===== config.mk =====
export PLATFORM = sky130hd
export DESIGN_NAME = pio_out_pulse
export DESIGN_NICKNAME = d
export VERILOG_FILES = /design/src/rtl/pio_out_pkg.sv /design/src/rtl/pio_pulse_timer.sv /design/src/rtl/pio_out_pulse.sv
export SDC_FILE = /design/constraint.sdc
export NUM_CORES = 1
export LEC_CHECK = 0
export CAP_MARGIN = 10
export CORE_ASPECT_RATIO = 0.9
export CORE_MARGIN = 10
export CORE_UTILIZATION = 53
export DETAILED_ROUTE_END_ITERATION = 10
export GPL_TIMING_DRIVEN = 0
export PLACE_DENSITY = 0.84
export SETUP_SLACK_MARGIN = 0.1
export SLEW_MARGIN = 0
export SYNTH_ARGS = -nofsm -noshare
export SYNTH_HDL_FRONTEND = slang
export SYNTH_HIERARCHICAL = 1
export SYNTH_SLANG_ARGS = --single-unit

===== constraint.sdc =====
create_clock -name clk -period 3.29 [get_ports clk]
set_input_delay 0.987 -clock clk [delete_from_list [all_inputs] [get_ports clk]]
set_output_delay 0.987 -clock clk [all_outputs]
set_load 0.005 [all_outputs]

===== src/rtl/pio_out_pkg.sv =====
// Shared register map, pulse FSM encoding and STATUS bit layout for the pulsed output PIO.
// Pure declarations: no latency, no backpressure.
package pio_out_pkg;

    localparam logic [1:0] ADDR_DATA   = 2'd0;
    localparam logic [1:0] ADDR_LEN    = 2'd1;
    localparam logic [1:0] ADDR_TRIG   = 2'd2;
    localparam logic [1:0] ADDR_STATUS = 2'd3;

    typedef enum logic {
        IDLE  = 1'b0,
        PULSE = 1'b1
    } pulse_state_t;

    localparam int STAT_BUSY_BIT = 0;
    localparam int STAT_DONE_BIT = 1;
    localparam int STAT_CNT_LSB  = 16;

endpackage


===== src/rtl/pio_pulse_timer.sv =====
// Pulse timer: holds the pulse mask for len clocks after a load; a load while busy restarts it.
// State visible the edge after load; always accepts a load (no backpressure).
module pio_pulse_timer
    import pio_out_pkg::*;
#(
    parameter int WIDTH = 1,
    parameter int LEN_W = 16
) (
    input  logic             clk,
    input  logic             reset_n,
    input  logic             load,
    input  logic [LEN_W-1:0] len,
    input  logic [WIDTH-1:0] mask_in,
    output logic             busy,
    output logic [LEN_W-1:0] cnt,
    output logic [WIDTH-1:0] mask,
    output logic [WIDTH-1:0] mask_nxt,
    output logic             pulse_end
);

    pulse_state_t state;

    assign busy = (state == PULSE);

    // Natural expiry only; a retrigger on the last cycle keeps the pulse alive.
    assign pulse_end = (state == PULSE) && (cnt == LEN_W'(1)) && !load;

    always_comb begin
        mask_nxt = mask;
        if (load)
            mask_nxt = mask_in;
        else if (pulse_end)
            mask_nxt = '0;
    end

    always_ff @(posedge clk or negedge reset_n) begin
        if (!reset_n) begin
            state <= IDLE;
            cnt   <= '0;
            mask  <= '0;
        end else if (load) begin
            state <= PULSE;
            cnt   <= len;
            mask  <= mask_in;
        end else if (state == PULSE) begin
            if (cnt == LEN_W'(1)) begin
                state <= IDLE;
                cnt   <= '0;
                mask  <= '0;
            end else begin
                cnt <= cnt - LEN_W'(1);
            end
        end
    end

endmodule


===== src/rtl/pio_out_pulse.sv =====
// Avalon-MM output PIO with a static level plus timed OR-mask pulses; PIO_OUT_PULSE_IRQ_EN adds done/irq.
// Zero wait-state writes, 1-cycle registered reads, out_port registered; never backpressures.
module pio_out_pulse
    import pio_out_pkg::*;
#(
    parameter int               WIDTH       = 1,
    parameter int               LEN_W       = 16,
    parameter logic [WIDTH-1:0] RESET_VALUE = '0
) (
    input  logic             clk,
    input  logic             reset_n,
    input  logic [1:0]       address,
    input  logic             chipselect,
    input  logic             write_n,
    input  logic [31:0]      writedata,
    output logic [31:0]      readdata,
    output logic [WIDTH-1:0] out_port
`ifdef PIO_OUT_PULSE_IRQ_EN
    ,
    output logic             irq
`endif
);

    logic             wr, wr_data, wr_len, wr_trig, wr_status, load;
    logic [WIDTH-1:0] data_reg, data_nxt, mask, mask_nxt;
    logic [LEN_W-1:0] len_reg, cnt;
    logic             busy, pulse_end;
    logic [31:0]      rd_nxt;

    assign wr        = chipselect && !write_n;
    assign wr_data   = wr && (address == ADDR_DATA);
    assign wr_len    = wr && (address == ADDR_LEN);
    assign wr_trig   = wr && (address == ADDR_TRIG);
    assign wr_status = wr && (address == ADDR_STATUS);

    // Zero mask or zero length would be a no-op pulse, so it is dropped entirely.
    assign load     = wr_trig && (writedata[WIDTH-1:0] != '0) && (len_reg != '0);
    assign data_nxt = wr_data ? writedata[WIDTH-1:0] : data_reg;

    pio_pulse_timer #(
        .WIDTH (WIDTH),
        .LEN_W (LEN_W)
    ) u_timer (
        .clk       (clk),
        .reset_n   (reset_n),
        .load      (load),
        .len       (len_reg),
        .mask_in   (writedata[WIDTH-1:0]),
        .busy      (busy),
        .cnt       (cnt),
        .mask      (mask),
        .mask_nxt  (mask_nxt),
        .pulse_end (pulse_end)
    );

`ifdef PIO_OUT_PULSE_IRQ_EN
    logic done;

    always_ff @(posedge clk or negedge reset_n) begin
        if (!reset_n)
            done <= 1'b0;
        else if (pulse_end)
            done <= 1'b1;
        else if (wr_status)
            done <= 1'b0;
    end

    assign irq = done;

    logic unused_bits;
    assign unused_bits = ^writedata;
`else
    logic unused_bits;
    assign unused_bits = ^{writedata, pulse_end, wr_status};
`endif

    always_comb begin
        rd_nxt = '0;
        case (address)
            ADDR_DATA: rd_nxt[WIDTH-1:0] = data_reg;
            ADDR_LEN:  rd_nxt[LEN_W-1:0] = len_reg;
            ADDR_TRIG: rd_nxt[WIDTH-1:0] = mask;
            default: begin
                rd_nxt[STAT_BUSY_BIT] = busy;
`ifdef PIO_OUT_PULSE_IRQ_EN
                rd_nxt[STAT_DONE_BIT] = done;
`endif
                rd_nxt[STAT_CNT_LSB +: LEN_W] = cnt;
            end
        endcase
    end

    always_ff @(posedge clk or negedge reset_n) begin
        if (!reset_n) begin
            data_reg <= RESET_VALUE;
            len_reg  <= '0;
            out_port <= RESET_VALUE;
            readdata <= '0;
        end else begin
            data_reg <= data_nxt;
            if (wr_len)
                len_reg <= writedata[LEN_W-1:0];
            out_port <= data_nxt | mask_nxt;
            readdata <= rd_nxt;
        end
    end

endmodule

### Word level (Yosys, flattened, before mapping)

Index checks and enable logic that the tools add are counted.

| storage, ports and cells | value |
|---|---|
| bits in registers | 68 |
| bits of input ports | 38 |
| output and inout port bits | 33 |
| word-level logic and storage cells | 43 |

| cells by class | value |
|---|---|
| add/sub/neg operators | 1 |
| eq/ne operators | 3 |
| mux-type cells | 15 |
| bitwise gates (word level) | 1 |
| reductions and logical operators | 16 |

Operators by type and width:

| operator | number |
|---|---|
| 16-bit 2-to-1 mux | 4 |
| 16-bit by 1-bit equality test with 1-bit output, second input constant | 1 |
| 16-bit nonzero test | 1 |
| 16-bit by 1-bit subtractor with 16-bit output, second input constant | 1 |
| 15-bit 2-to-1 mux | 1 |
| 1-bit 2-to-1 mux | 9 |
| 1-bit logical AND | 8 |
| 2-bit nonzero test | 2 |
| 1-bit case mux with 3 select lines | 1 |
| 3-bit OR reduction | 1 |
| 2-bit by 1-bit equality test with 1-bit output, second input constant | 1 |
| 2-bit equality test, second input constant | 1 |
| 1-bit logical NOT | 2 |
| 2-bit logical NOT | 1 |
| 2-bit AND reduction | 1 |
| 1-bit bitwise OR | 1 |

### Logic depth before layout (Yosys ltp)

Gate-level depths: netlist (run 1).

| logic depth | value |
|---|---|
| word-level depth | 10 |
| gate-level depth with buffers | 8 |
| mapped depth without buffers | 7 |

### Hierarchy

Netlist (run 1), hierarchy kept.

Modules (own cells, without submodules):

| module | instances | cells each | area each (um^2) | seq. area each (um^2) |
|---|---|---|---|---|
| pio_out_pulse | 1 | 117 | 1794.2 | 1251.2 |
| pio_pulse_timer | 1 | 141 | 1191.1 | 450.4 |

### Worst setup path after synthesis (run 1)

No wires, ideal clock.

| path | value |
|---|---|
| path kind | input port to flip-flop |
| start | in address[1] |
| end | reg out_port |
| library setup time | 127 ps |
| data arrival time | 2441 ps |
| data required time | 3163 ps |
| path slack | 721 ps |
| stages | 6 |
| buffers on the path | 3 |
| cell sequence | clkbuf_1 > and4_1 > clkbuf_1 > clkbuf_1 > o31ai_1 > or2_2 |

| on the way | value |
|---|---|
| word-level cells in the longest chain between the ends | 9 |
| elaborated cells on any way between the ends | 12 |
| classes of those cells | eq/ne: 1; mux: 3; bitwise: 1; reduce/logical: 7 |

RTL lines:

| item | line | source |
|---|---|---|
| start: declaration | pio_out_pulse.sv:12 | `input logic [1:0] address,` |
| 2-bit equality test (*) | pio_out_pulse.sv:33 | `assign wr_trig = wr && (address == ADDR_TRIG);` |
| 1-bit logical AND (*) | pio_out_pulse.sv:33 |  |
| 1-bit logical AND (*) (2 in series) | pio_out_pulse.sv:37 | `assign load = wr_trig && (writedata[WIDTH-1:0] != '0) && (len_reg != '0);` |
| via load | pio_out_pulse.sv:24 | `logic wr, wr_data, wr_len, wr_trig, wr_status, load;` |
| 1-bit logical NOT | pio_pulse_timer.sv:26 | `assign pulse_end = (state == PULSE) && (cnt == LEN_W'(1)) && !load;` |
| 1-bit logical AND | pio_pulse_timer.sv:26 |  |
| 1-bit 2-to-1 mux | pio_pulse_timer.sv:32 | `else if (pulse_end)` |
| 1-bit 2-to-1 mux (*) | pio_pulse_timer.sv:30 | `if (load)` |
| via mask_nxt | pio_out_pulse.sv:25 | `logic [WIDTH-1:0] data_reg, data_nxt, mask, mask_nxt;` |
| 1-bit bitwise OR (*) | pio_out_pulse.sv:103 | `out_port <= data_nxt \| mask_nxt;` |
| end signal: assignment | pio_out_pulse.sv:103 |  |
| end: declaration | pio_out_pulse.sv:17 | `output logic [WIDTH-1:0] out_port` |

Mark *: on every way through the listed nets, which the timed path passes. The rest lies on a longest branch.
A chain may end at the register's enable or synchronous reset.

### Worst setup path after layout (run 1)

Ends and elaborated chain as after synthesis.

==> results.md, run 1 <==
- The aggregate global routing overflow is 0.
- Entering global routing, the biggest net connects 69 pins.
- For this block, the routed nets add up to 6.91 mm of wire.
- The share of layout cells above drive strength 1 is between 10% and 20%.
- The count of final hold-check violations came to 0.
- For this design, the sink count on the clock tree is 68.
- The leakage component of the power is ~1.7 nW.
- The worst setup path is captured at a flip-flop.
- For the worst flop-to-flop path, the logic depth is 8.
- The final cycle utilization of the critical path is 89.7%.
- The hold path depth is 1.
- In this run the number of H-tree levels came out at 3.
- Between clock sinks in the finished design, the worst skew comes to ~9.2 ps.
- The repair_antennas step left the layout with diodes totalling 0.
- Internal power comes to around 1.8 mW.
- The clock period minus worst slack is about 3000 ps.
- Measured against its own limit, the worst slew margin works out to 28.2%.
- Setup repair after global routing left no endpoint under its margin.
- After detailed placement, the total cell area comes to around 3600 um^2.
- The horizontal extent of the die is around 100 um.
- In the synthesized netlist, the number of instances is about 260.
- The critical path is of the input port to flip-flop type.
- The transition time at the pin with the least slew margin is between 1000 and 1500 ps.
- The power density relative to cell area is slightly below 700 nW/um^2.
- The effective utilization at floorplan is 55.6%.
- The share of total power dissipated in the clock network is 29.5%.
- The final standard cell area without fillers is approximately 3800 um^2.
- The synthesized area divided by synthesized cell count is ~12 um^2.
- The total clock buffers created by CTS is 9.
- The count of nets left with antenna violations once routing finished came out at 0.
- The cell sitting at the root of the clock tree is a sky130_fd_sc_hd__clkbuf_8.
- At the end of routability-driven placement, the weighted congestion stood at about 0.92.
- The post-synthesis cell area is 2980 um^2.
- The die covers between 9000 and 10,000 um^2.
- The switching component of the power is slightly above 0.8 mW.
- The count of TritonRoute iterations in the first routing pass is 4.
- Registers are responsible for a little under half of the overall power.
- The per-cell routed wire length is 17.5 um.
- The final standard cell utilization of the core is 71.5%.
- The overall power is 2.61 mW.
- The via count of the first global-routing pass is 2,241.
- After detailed routing, the number of vias per cell comes to between 5 and 6.
- The number of hold buffers added after CTS is 0.
- The library cell used most frequently in the layout, excluding fill and tap cells, is sky130_fd_sc_hd__dfrtp_1.
- The top cell types in the final layout, fill and taps aside, are sky130_fd_sc_hd__dfrtp_1, sky130_fd_sc_hd__clkdlybuf4s50_1, sky130_fd_sc_hd__and2_1, sky130_fd_sc_hd__mux2_2, sky130_fd_sc_hd__and3_1.
- The number of I/O pins is 71.
- Summing over every cut layer, the via total after detailed routing is 2,257.
- The maximum buffer depth of the clock tree is 2.
- The region available for standard cell placement spans 5350 um^2.
- The peak clock frequency supported by timing is ~340 MHz.
- The height of the chip is slightly above 90 um.
- The required time at the worst-slack endpoint is 3530 ps.
- The number of pins with negative max-slew slack in the final report came to 0.
- The kind of start point of the critical path is an input port.
- The number of max-cap violations is 0.
- Yosys printed 6 warnings.
- From synthesis to final layout, the design area changed by 28.5%.
- The number of nets at the end of the flow is around 360.
- Global routing used 15.7% of the available tracks across all layers.
- The global-route wire length before repair is ~11 mm.
- Clock-pin slew was measured on the worst setup and hold paths at about 80 ps.
- The TritonCTS clock tree is yes.
- The buffer count from post-CTS setup fixing is 0.
- The run finished with clean final reports.
- The worst endpoint data arrival time is 3200 ps.
- The share of total power dissipated in combinational logic is around a quarter.
- In this run, the number of DRC markers left after iteration 0 of detailed routing was 153.
- The placed wire-length estimate after detailed placement is about 5.1 mm.
- When the netlist entered floorplanning its net count stood at 297.
- Net switching is about a third of the power.
- For this run, design rule violations remaining after detail routing come to 0.
- The number of flip-flops under the largest register name is 32.
- The number of antenna violations at the first check in global routing is 0.
- The total setup violations reported at the end of the flow is 0.
- Input and output buffers added on the ports amount to 54.
- The worst-case IR drop observed on VDD is ~0.00037 V.
- The tightest min-delay check is of the flip-flop to flip-flop type.
- The count of standard-cell rows is 25.
- The clock latency at the later pin of the worst-skew pair is between 300 and 400 ps.
- The largest driver fanout on the critical path is 10.
-- timing repair --
action                                 in CTS  in global routing
endpoints found under the hold margin       0                  0
resized for setup                           1                  4
pin swaps                                   0                  0
setup endpoints to repair                   1                  2
-- critical path, stage by stage --
cell and delay, ps:
sky130_fd_sc_hd__clkdlybuf4s50_1 560, sky130_fd_sc_hd__clkbuf_1 340, sky130_fd_sc_hd__and4_1 330, sky130_fd_sc_hd__clkbuf_2 260, sky130_fd_sc_hd__clkbuf_2 300, sky130_fd_sc_hd__o31ai_1 120
sky130_fd_sc_hd__or2_2 290
-- power groups by stage --
stage | logic, mW | registers (mW) | clock network (mW)
2_1_floorplan | 0.381 | 1.18 | 0
6_report | 0.609 | 1.23 | 0.769
5_1_grt | 0.679 | 1.26 | 0.821
4_1_cts | 0.613 | 1.23 | 0.783
3_5_place_dp | 0.609 | 1.24 | 0
3_3_place_gp | 0.597 | 1.23 | 0
-- final timing paths --
| check | startpoint | to | slack [ps] |
|---|---|---|---|
| min in group asynchronous | reset_n | readdata[30] | 720 |
| setup / recovery | address[1] | out_port | 340 |
| setup reg to reg | len_reg[14] | u_timer/cnt[13] | 880 |
| hold reg to reg | data_reg | data_reg | 530 |
| hold / removal | data_reg | data_reg | 530 |
| max in group asynchronous | reset_n | u_timer/cnt[1] | 2030 |
-- routing by layer --
layer	GRT usage [%]	part of all wire, %	vias up
met4	4.06	0.81	0
met2	23.0	46	77
met3	8.48	9.2	4
li1	-	-	1067
met1	19.8	44	1109
met5	0	0	-
-- layout make-up --
class | count | area [um^2]
Tap cell | 67 | 83.8
Inverter | 6 | 22.5
Multi-Input combinational cell | 169 | 1180
Buffer | 14 | 71.3
Fill cell | 400 | 1520
Timing Repair Buffer | 54 | 538
Sequential cell | 68 | 1700
Clock inverter | 7 | 98.8
Clock buffer | 9 | 124
-- per-stage QoR --
step | hold WS (ps) | instances | setup WS [ps] | TNS, ps
after CTS | 528 | 394 | 207 | 0
after global placement | 513 | 378 | -887 | -60770
after detailed placement | 511 | 378 | -329 | -1280
after global routing | 542 | 394 | 236 | 0
after floorplan | 483 | 257 | 721 | 0
final | 527 | 394 | 337 | 0
Note: power is estimated with default switching activity, not from simulation.
==> run 2: changes to the inputs <==
--- a/config.mk
+++ b/config.mk
@@ -12,7 +12,7 @@
 export DETAILED_ROUTE_END_ITERATION = 10
 export GPL_TIMING_DRIVEN = 0
 export PLACE_DENSITY = 0.84
-export SETUP_SLACK_MARGIN = 0.1
+export SETUP_SLACK_MARGIN = 0.5
 export SLEW_MARGIN = 0
 export SYNTH_ARGS = -nofsm -noshare
 export SYNTH_HDL_FRONTEND = slang
==> results.md, run 2 (synthesis gave the netlist of run 1 again) <==
- The path category of the worst min-delay check is flip-flop to flip-flop.
- The path depth of the worst reg2reg path came to 4 (-4).
- The count of final hold-check violations is 0 (unchanged).
- The total setup violations reported at the end of the flow is 0 (unchanged).
- The fraction of power consumed by sequential logic was 47.1% (about the same).
- The count of standard-cell rows is 25 (unchanged).
- The effective utilization at floorplan is 55.6% (unchanged).
- The largest driver fanout on the critical path is 10 (unchanged).
- The hold path depth came to 1 (unchanged).
- The number of nets at the end of the flow is 362 (unchanged).
- The share of layout cells above drive strength 1 was 16.2% (+0.61 points).
- The clock transition at the registers of the reported paths is 80 ps (about the same).
- The buffer count from post-CTS setup fixing is 0 (unchanged).
- The core outline area is 5350 um^2 (unchanged).
- The count of nets left with antenna violations after detail routing is 0 (unchanged).
- The horizontal extent of the die is 99.0 um (unchanged).
- The final routed DRC violation total is 0 (unchanged).
- The clock latency at the later pin of the worst-skew pair is 350 ps (about the same).
- The final-layout fill cell count came to 398 (-0.50%).
- The count of TritonRoute iterations in the first routing pass is 5 (+1).
- The via count of the first global-routing pass came to 2,239 (-0.089%).
- The final cycle utilization of the critical path is 81.4% (-8.3 points).
- The global-route wire length before repair came to 11.5 mm (+0.18%).
- The required time at the worst-slack endpoint is 3530 ps (about the same).
- The number of flip-flops under the largest register name is 32 (unchanged).
- The total routing usage reported by global routing is 15.8% (+0.047 points).
- The kind of start point of the critical path is an input port.
- The worst endpoint data arrival time came to 2920 ps (-280 ps).
- The pin count of the biggest net entering global routing is 69 (unchanged).
- The aggregate global routing overflow is 0 (unchanged).
- The slowest stage of the critical path is the sky130_fd_sc_hd__clkdlybuf4s50_1 cell.
- The flop-to-flop setup slack is 860 ps (-20 ps).
- The per-cell routed wire length was 17.6 um (+0.10%).
- The number of H-tree levels came to 3 (unchanged).
- TritonCTS built the clock tree.
- The number of antenna violations at the first check in global routing was 0 (unchanged).
- The internal cell power is 1.78 mW (about the same).
- The share of total power in the clock network is 29.4% (about the same).
- The sink count of the clock tree is 68 (unchanged).
- From synthesis to final layout, the design area changed by 28.8%.
- The final standard cell utilization of the core is 71.6% (+0.14 points).
- The initial DRC count is 167 (+9.2%).
- The via total after detailed routing was 2,248 (-0.40%).
- Leaving out fill and tap cells, the most frequent cell in the layout is sky130_fd_sc_hd__dfrtp_1.
- The floorplan die area is 9020 um^2 (unchanged).
- The height of the chip is 91.1 um (unchanged).
- The leakage component of the power is 1.66 nW (+0.35%).
- The tree is rooted in a sky130_fd_sc_hd__clkbuf_8.
- The worst max-slew margin expressed relative to the limit is 26.1% (-2.0 points).
- The maximum vdd drop came to 0.000365 V (-0.17%).
- The flow ran to the end, and the final reports show no timing, DRC or antenna violations.
- The endpoint type of the worst setup path is a flip-flop.
- The total clock buffers created by CTS is 9 (unchanged).
- The maximum buffer depth of the clock tree is 2 (unchanged).
- The number of pins with negative max-slew slack in the final report came to 0 (unchanged).
- The number of max-cap violations is 0 (unchanged).
- The final RePlAce weighted congestion was 0.916 (unchanged).
- The clock period minus worst slack is 2680 ps (-273 ps).
- The transition time at the pin with the least slew margin is 1100 ps (+30.3 ps).
- The placed wire-length estimate after detailed placement is 5.10 mm (unchanged).
- The per-cell via count in the routed design is 5.71 (-0.40%).
- Setup repair after global routing left no endpoint under its margin.
- The worst setup path is of the input port to flip-flop kind.
- The final worst clock skew is 9.48 ps (+0.274 ps).
- The power density relative to cell area is 680 nW/um^2 (-0.16%).
- The number of I/O pins was 71 (unchanged).
- The switching portion of total power is 31.7% (about the same).
- In the layout the commonest cells are sky130_fd_sc_hd__dfrtp_1, sky130_fd_sc_hd__clkdlybuf4s50_1, sky130_fd_sc_hd__and2_1, sky130_fd_sc_hd__mux2_2, sky130_fd_sc_hd__and3_1.
- The worst hold margin is 527 ps (+0.0590 ps).
- The count of buffers from port buffering is 54 (unchanged).
- The sum of routed wire length over all layers is 6.92 mm (+0.10%).
- The combinational power share was 23.5% (about the same).
- The switching component of the power is 0.827 mW (about the same).
- The antenna diode count came to 0 (unchanged).
- The peak clock frequency supported by timing is 373 MHz (+10%).
- The critical path's largest stage delay came to 510 ps (-50 ps).
- Walking the worst path, the cells encountered are clkdlybuf4s50_1 -> buf_2 -> nor2_1 -> and4_1 -> clkbuf_4 -> clkbuf_2 -> nand2_1 -> o31ai_1 -> or2_2.
- The setup TNS after final layout is 0 ps (unchanged).
==> run 2: area by class of cell <==
| type | instances | area [um^2] | area share (%) |
|---|---|---|---|
| Multi-Input combinational cell | 169 | 1180 | 30.9 |
| Clock inverter | 7 | 98.8 | 2.58 |
| Buffer | 14 | 78.8 | 2.06 |
| Inverter | 6 | 22.5 | 0.588 |
| Sequential cell | 68 | 1700 | 44.4 |
| Tap cell | 67 | 83.8 | 2.19 |
| Clock buffer | 9 | 124 | 3.23 |
| Timing Repair Buffer | 54 | 538 | 14.0 |
==> run 2: critical path: cells and delay by family <==
| family | cells | cell delay, ps |
|---|---|---|
| simple gates | 4 | 720 |
| compound gates | 1 | 70 |
| buf+inv | 4 | 1150 |
==> run 2: metal layers <==
layer	global-route usage, %	part of all wire [%]
met1	19.9	44
met2	22.9	46
met3	8.56	9.3
met4	4.06	1.0
met5	0	0
==> run 2: timing repair <==
item / in CTS / in global routing
endpoints found under the hold margin: 0 / 0
cloned: 0 / 0
resized for setup: 4 / 7
setup endpoints to repair: 19 / 6
hold buffers: 0 / 0
==> run 2: metrics by stage <==
step                      cell area [um^2]  power, mW  std cells  worst slack (ps)
after CTS                             3830       2.62        394               521
after global routing                  3830       2.76        394               516
after detailed placement              3600       1.85        378              -329
after global placement                3600       1.83        378              -887
final                                 3830       2.61        394               611
after floorplan                       2980       1.56        257               721
==> run 2: worst paths after layout <==
path | startpoint | endpoint
max in group asynchronous | reset_n | len_reg[9]
hold reg to reg | data_reg | data_reg
setup reg to reg | u_timer/cnt[2] | u_timer/cnt[15]
hold / removal | data_reg | data_reg
min in group asynchronous | reset_n | readdata[30]
setup / recovery | address[0] | out_port
==> run 2: power by group through the flow <==
stage	logic, mW	clock network, mW	registers, mW
floorplan	0.381	0	1.18
global placement	0.597	0	1.23
detailed placement	0.609	0	1.24
CTS	0.613	0.783	1.23
global route	0.679	0.821	1.26
finish	0.612	0.767	1.23
==> run 3: changes to the inputs <==
--- a/config.mk
+++ b/config.mk
@@ -8,10 +8,10 @@
 export CAP_MARGIN = 10
 export CORE_ASPECT_RATIO = 0.9
 export CORE_MARGIN = 10
-export CORE_UTILIZATION = 53
+export CORE_UTILIZATION = 49
 export DETAILED_ROUTE_END_ITERATION = 10
 export GPL_TIMING_DRIVEN = 0
-export PLACE_DENSITY = 0.84
+export PLACE_DENSITY = 0.79
 export SETUP_SLACK_MARGIN = 0.5
 export SLEW_MARGIN = 0
 export SYNTH_ARGS = -nofsm -noshare
==> constraint.sdc (replaced) <==
create_clock -name clk -period 2.5 [get_ports clk]
set_input_delay 0.75 -clock clk [delete_from_list [all_inputs] [get_ports clk]]
set_output_delay 0.75 -clock clk [all_outputs]
set_load 0.005 [all_outputs]
==> results.md, run 3 (synthesis gave the netlist of run 1 again) <==
- The number of pins with negative max-slew slack in the final report is 0 (unchanged).
- The worst endpoint data arrival time came to 2380 ps (-540 ps).
- The library cells used most frequently in the layout, excluding fill and tap cells, are sky130_fd_sc_hd__dfrtp_1, sky130_fd_sc_hd__clkdlybuf4s50_1, sky130_fd_sc_hd__buf_4, sky130_fd_sc_hd__and2_1, sky130_fd_sc_hd__mux2_2.
- The cell with the biggest individual delay on the critical path is sky130_fd_sc_hd__or4_4.
- Dividing the final minimum period by the clock period gives 85.7%.
- The category of the most critical setup path is flip-flop to flip-flop.
- The flip-flop and latch area came to 1710 um^2 (+0.59%).
- The horizontal extent of the die came to 102 um (+3.2%).
- The overall power was 3.82 mW (+47%).
- The largest driver fanout on the critical path came to 6 (-4).
- The floorplan die area is 9600 um^2 (+6.4%).
- The setup TNS after final layout is 0 ps (unchanged).
- The final RePlAce weighted congestion came to 0.914 (-0.26%).
- The worst setup margin is 356 ps (-254 ps).
- The sink count of the clock tree came to 68 (unchanged).
- The initial DRC count is 275 (+65%).
- The via count of the first global-routing pass is 2,402 (+7.3%).
- The TritonCTS clock tree is yes.
- The buffer cell driving the clock tree root is sky130_fd_sc_hd__clkbuf_8.
- The core outline area was 5790 um^2 (+8.3%).
- The worst hold margin is 500 ps (-26.6 ps).
- The flow ran to the end, and the final reports show no timing, DRC or antenna violations.
- The total setup violations reported at the end of the flow is 0 (unchanged).
- The buffering stage count on the worst path with inverters included is 2 (-2).
- The count of nets left with antenna violations after detail routing is 0 (unchanged).
- The power density relative to cell area is 886 nW/um^2 (+30%).
- The antenna diode count was 0 (unchanged).
- On the critical path the largest part of the delay comes from simple AND/OR/NAND/NOR gates.
- The critical path's largest stage delay came to 570 ps (+60 ps).
- The share of layout cells above drive strength 1 is 32.5% (+16 points).
- The total clock buffers created by CTS was 9 (unchanged).
- The count of standard-cell rows was 26 (+4.0%).
- The met1 demand-to-capacity share in global routing came to 21.9% (+2.0 points).
- The post-placement worst setup slack is -448 ps (-120 ps).
- Setup repair after global routing could not meet its margin everywhere.
- The final worst clock skew was 7.76 ps (-1.73 ps).
- The total routing usage reported by global routing is 17.1% (+1.3 points).
- The number of I/O pins is 71 (unchanged).
- The path category of the worst min-delay check is input port to async pin.
- The kind of start point of the critical path is a flip-flop.
- The transition time at the pin with the least slew margin is 827 ps (-271 ps).
- The final-layout fill cell count is 408 (+2.5%).
- The per-cell via count in the routed design is 5.97 (+4.7%).
- Leaving out fill and tap cells, the most frequent cell in the layout is sky130_fd_sc_hd__dfrtp_1.
- The signal on the critical path passes through or3_1 -> clkbuf_1 -> or4_4 -> buf_8 -> a221oi_4 -> a21oi_2.
- The placed wire-length estimate after detailed placement is 5.08 mm (-0.44%).
- The per-cell routed wire length came to 19.7 um (+12%).
- The number of antenna violations at the first check in global routing is 0 (unchanged).
- The number of H-tree levels was 3 (unchanged).
- The global-route wire length before repair came to 12.6 mm (+10%).
- The fraction of met3 tracks used by global routing was 6.92% (-1.6 points).
- The pin count of the biggest net entering global routing is 69 (unchanged).
- The area taken by multi-input logic gates is 1340 um^2 (+13%).
- The count of buffers from port buffering was 54 (unchanged).
- The worst max-slew margin expressed relative to the limit is 44.9% (+19 points).
- The global routing stage identified its most utilized layer as met2.
- The maximum buffer depth of the clock tree is 2 (unchanged).
- The clock period minus worst slack is around 2100 ps.
- The endpoint type of the worst setup path is a flip-flop.
- The sum of routed wire length over all layers is 8.41 mm (+22%).
- The number of max-cap violations is 0 (unchanged).
- The final standard cell utilization of the core is 74.5% (+2.9 points).
- The maximum vdd drop is 0.000528 V (+45%).
- The via total after detailed routing is 2,550 (+13%).
- The area growth from synthesis to layout is 45.0%.
- The number of nets at the end of the flow is 392 (+8.3%).
- The leakage component of the power came to 1.91 nW (+15%).
- The number of flip-flops under the largest register name is 32 (unchanged).
- The clock latency at the later pin of the worst-skew pair was 360 ps (about the same).
- The count of TritonRoute iterations in the first routing pass is 5 (unchanged).
- The clock transition at the registers of the reported paths was 80 ps (about the same).
- The aggregate global routing overflow is 0 (unchanged).
- The final routed DRC violation total is 0 (unchanged).
- The required time at the worst-slack endpoint is 2740 ps (-790 ps).
- The met2 routing resource usage after global routing was 25.4% (+2.5 points).
- The count of final hold-check violations is 0 (unchanged).
- The height of the chip is 93.9 um (+3.1%).
- The effective utilization at floorplan is 51.4% (-4.2 points).
- For this run, the top clock speed supported by timing is 466 MHz.
## run 3: cell count changes in the layout (fill, tap and decap cells not counted), moves of 5 or more
cell,delta
sky130_fd_sc_hd__a21oi_1,-5
sky130_fd_sc_hd__a21oi_2,+5
sky130_fd_sc_hd__buf_4,+29
sky130_fd_sc_hd__clkdlybuf4s50_1,-8
sky130_fd_sc_hd__dfrtp_1,-8
sky130_fd_sc_hd__dfrtp_2,+8
sky130_fd_sc_hd__nor4_1,-6
## run 3: path summary, 6_finish.rpt
kind / endpoint / slack, ps / cells after the start / startpoint
setup / recovery: u_timer/cnt[1] / 360 / 6 / u_timer/cnt[14]
hold / removal: u_timer/cnt[4] / 500 / 1 / reset_n
setup reg to reg: u_timer/cnt[1] / 360 / 6 / u_timer/cnt[14]
hold reg to reg: data_reg / 550 / 1 / data_reg
max in group asynchronous: u_timer/cnt[5] / 1410 / 1 / reset_n
min in group clk: data_reg / 550 / 1 / data_reg
## run 3: metrics by stage
| stage | cells | cell area [um^2] |
|---|---|---|
| floorplan | 257 | 3010 |
| global placement | 381 | 3630 |
| detailed placement | 381 | 3630 |
| CTS | 413 | 4060 |
| global route | 427 | 4320 |
| finish | 427 | 4320 |
## run 3: timing repair
| item | CTS | global route |
|---|---|---|
| hold buffers | 0 | 0 |
| pin swaps | 7 | 8 |
| setup buffers | 16 | 13 |
| endpoints found under the setup margin | 39 | 22 |
| cloned | 0 | 1 |
| resized for setup | 33 | 32 |
## run 3: power by group
group          switching (mW)  total (mW)  internal [mW]  leakage (nW)
clock                   0.430       0.915          0.485        0.0983
sequential              0.286        1.64           1.35         0.847
combinational           0.582        1.27          0.688         0.965
## run 3: metal layers
layer | up-vias | part of all wire [%]
li1 | 1128 | -
met1 | 1252 | 41
met2 | 140 | 47
met3 | 30 | 9.9
met4 | 0 | 2.6
met5 | - | 0
## run 3: area by class of cell
cell class,instances,share of cell area (%)
Multi-Input combinational cell,169,31.0
Buffer,14,3.89
Sequential cell,68,39.7
Clock inverter,6,1.48
Clock buffer,10,3.19
Timing Repair Buffer,84,18.2
Tap cell,70,2.03
Inverter,6,0.522
## run 3: worst reg2reg max path: cells and delay by family (launching register included)
family	cells	cell delay, ps
AOI/OAI and AO/OA	2	280
buffers and inverters	2	370
DFF	1	450
and+or+nand+nor	2	940
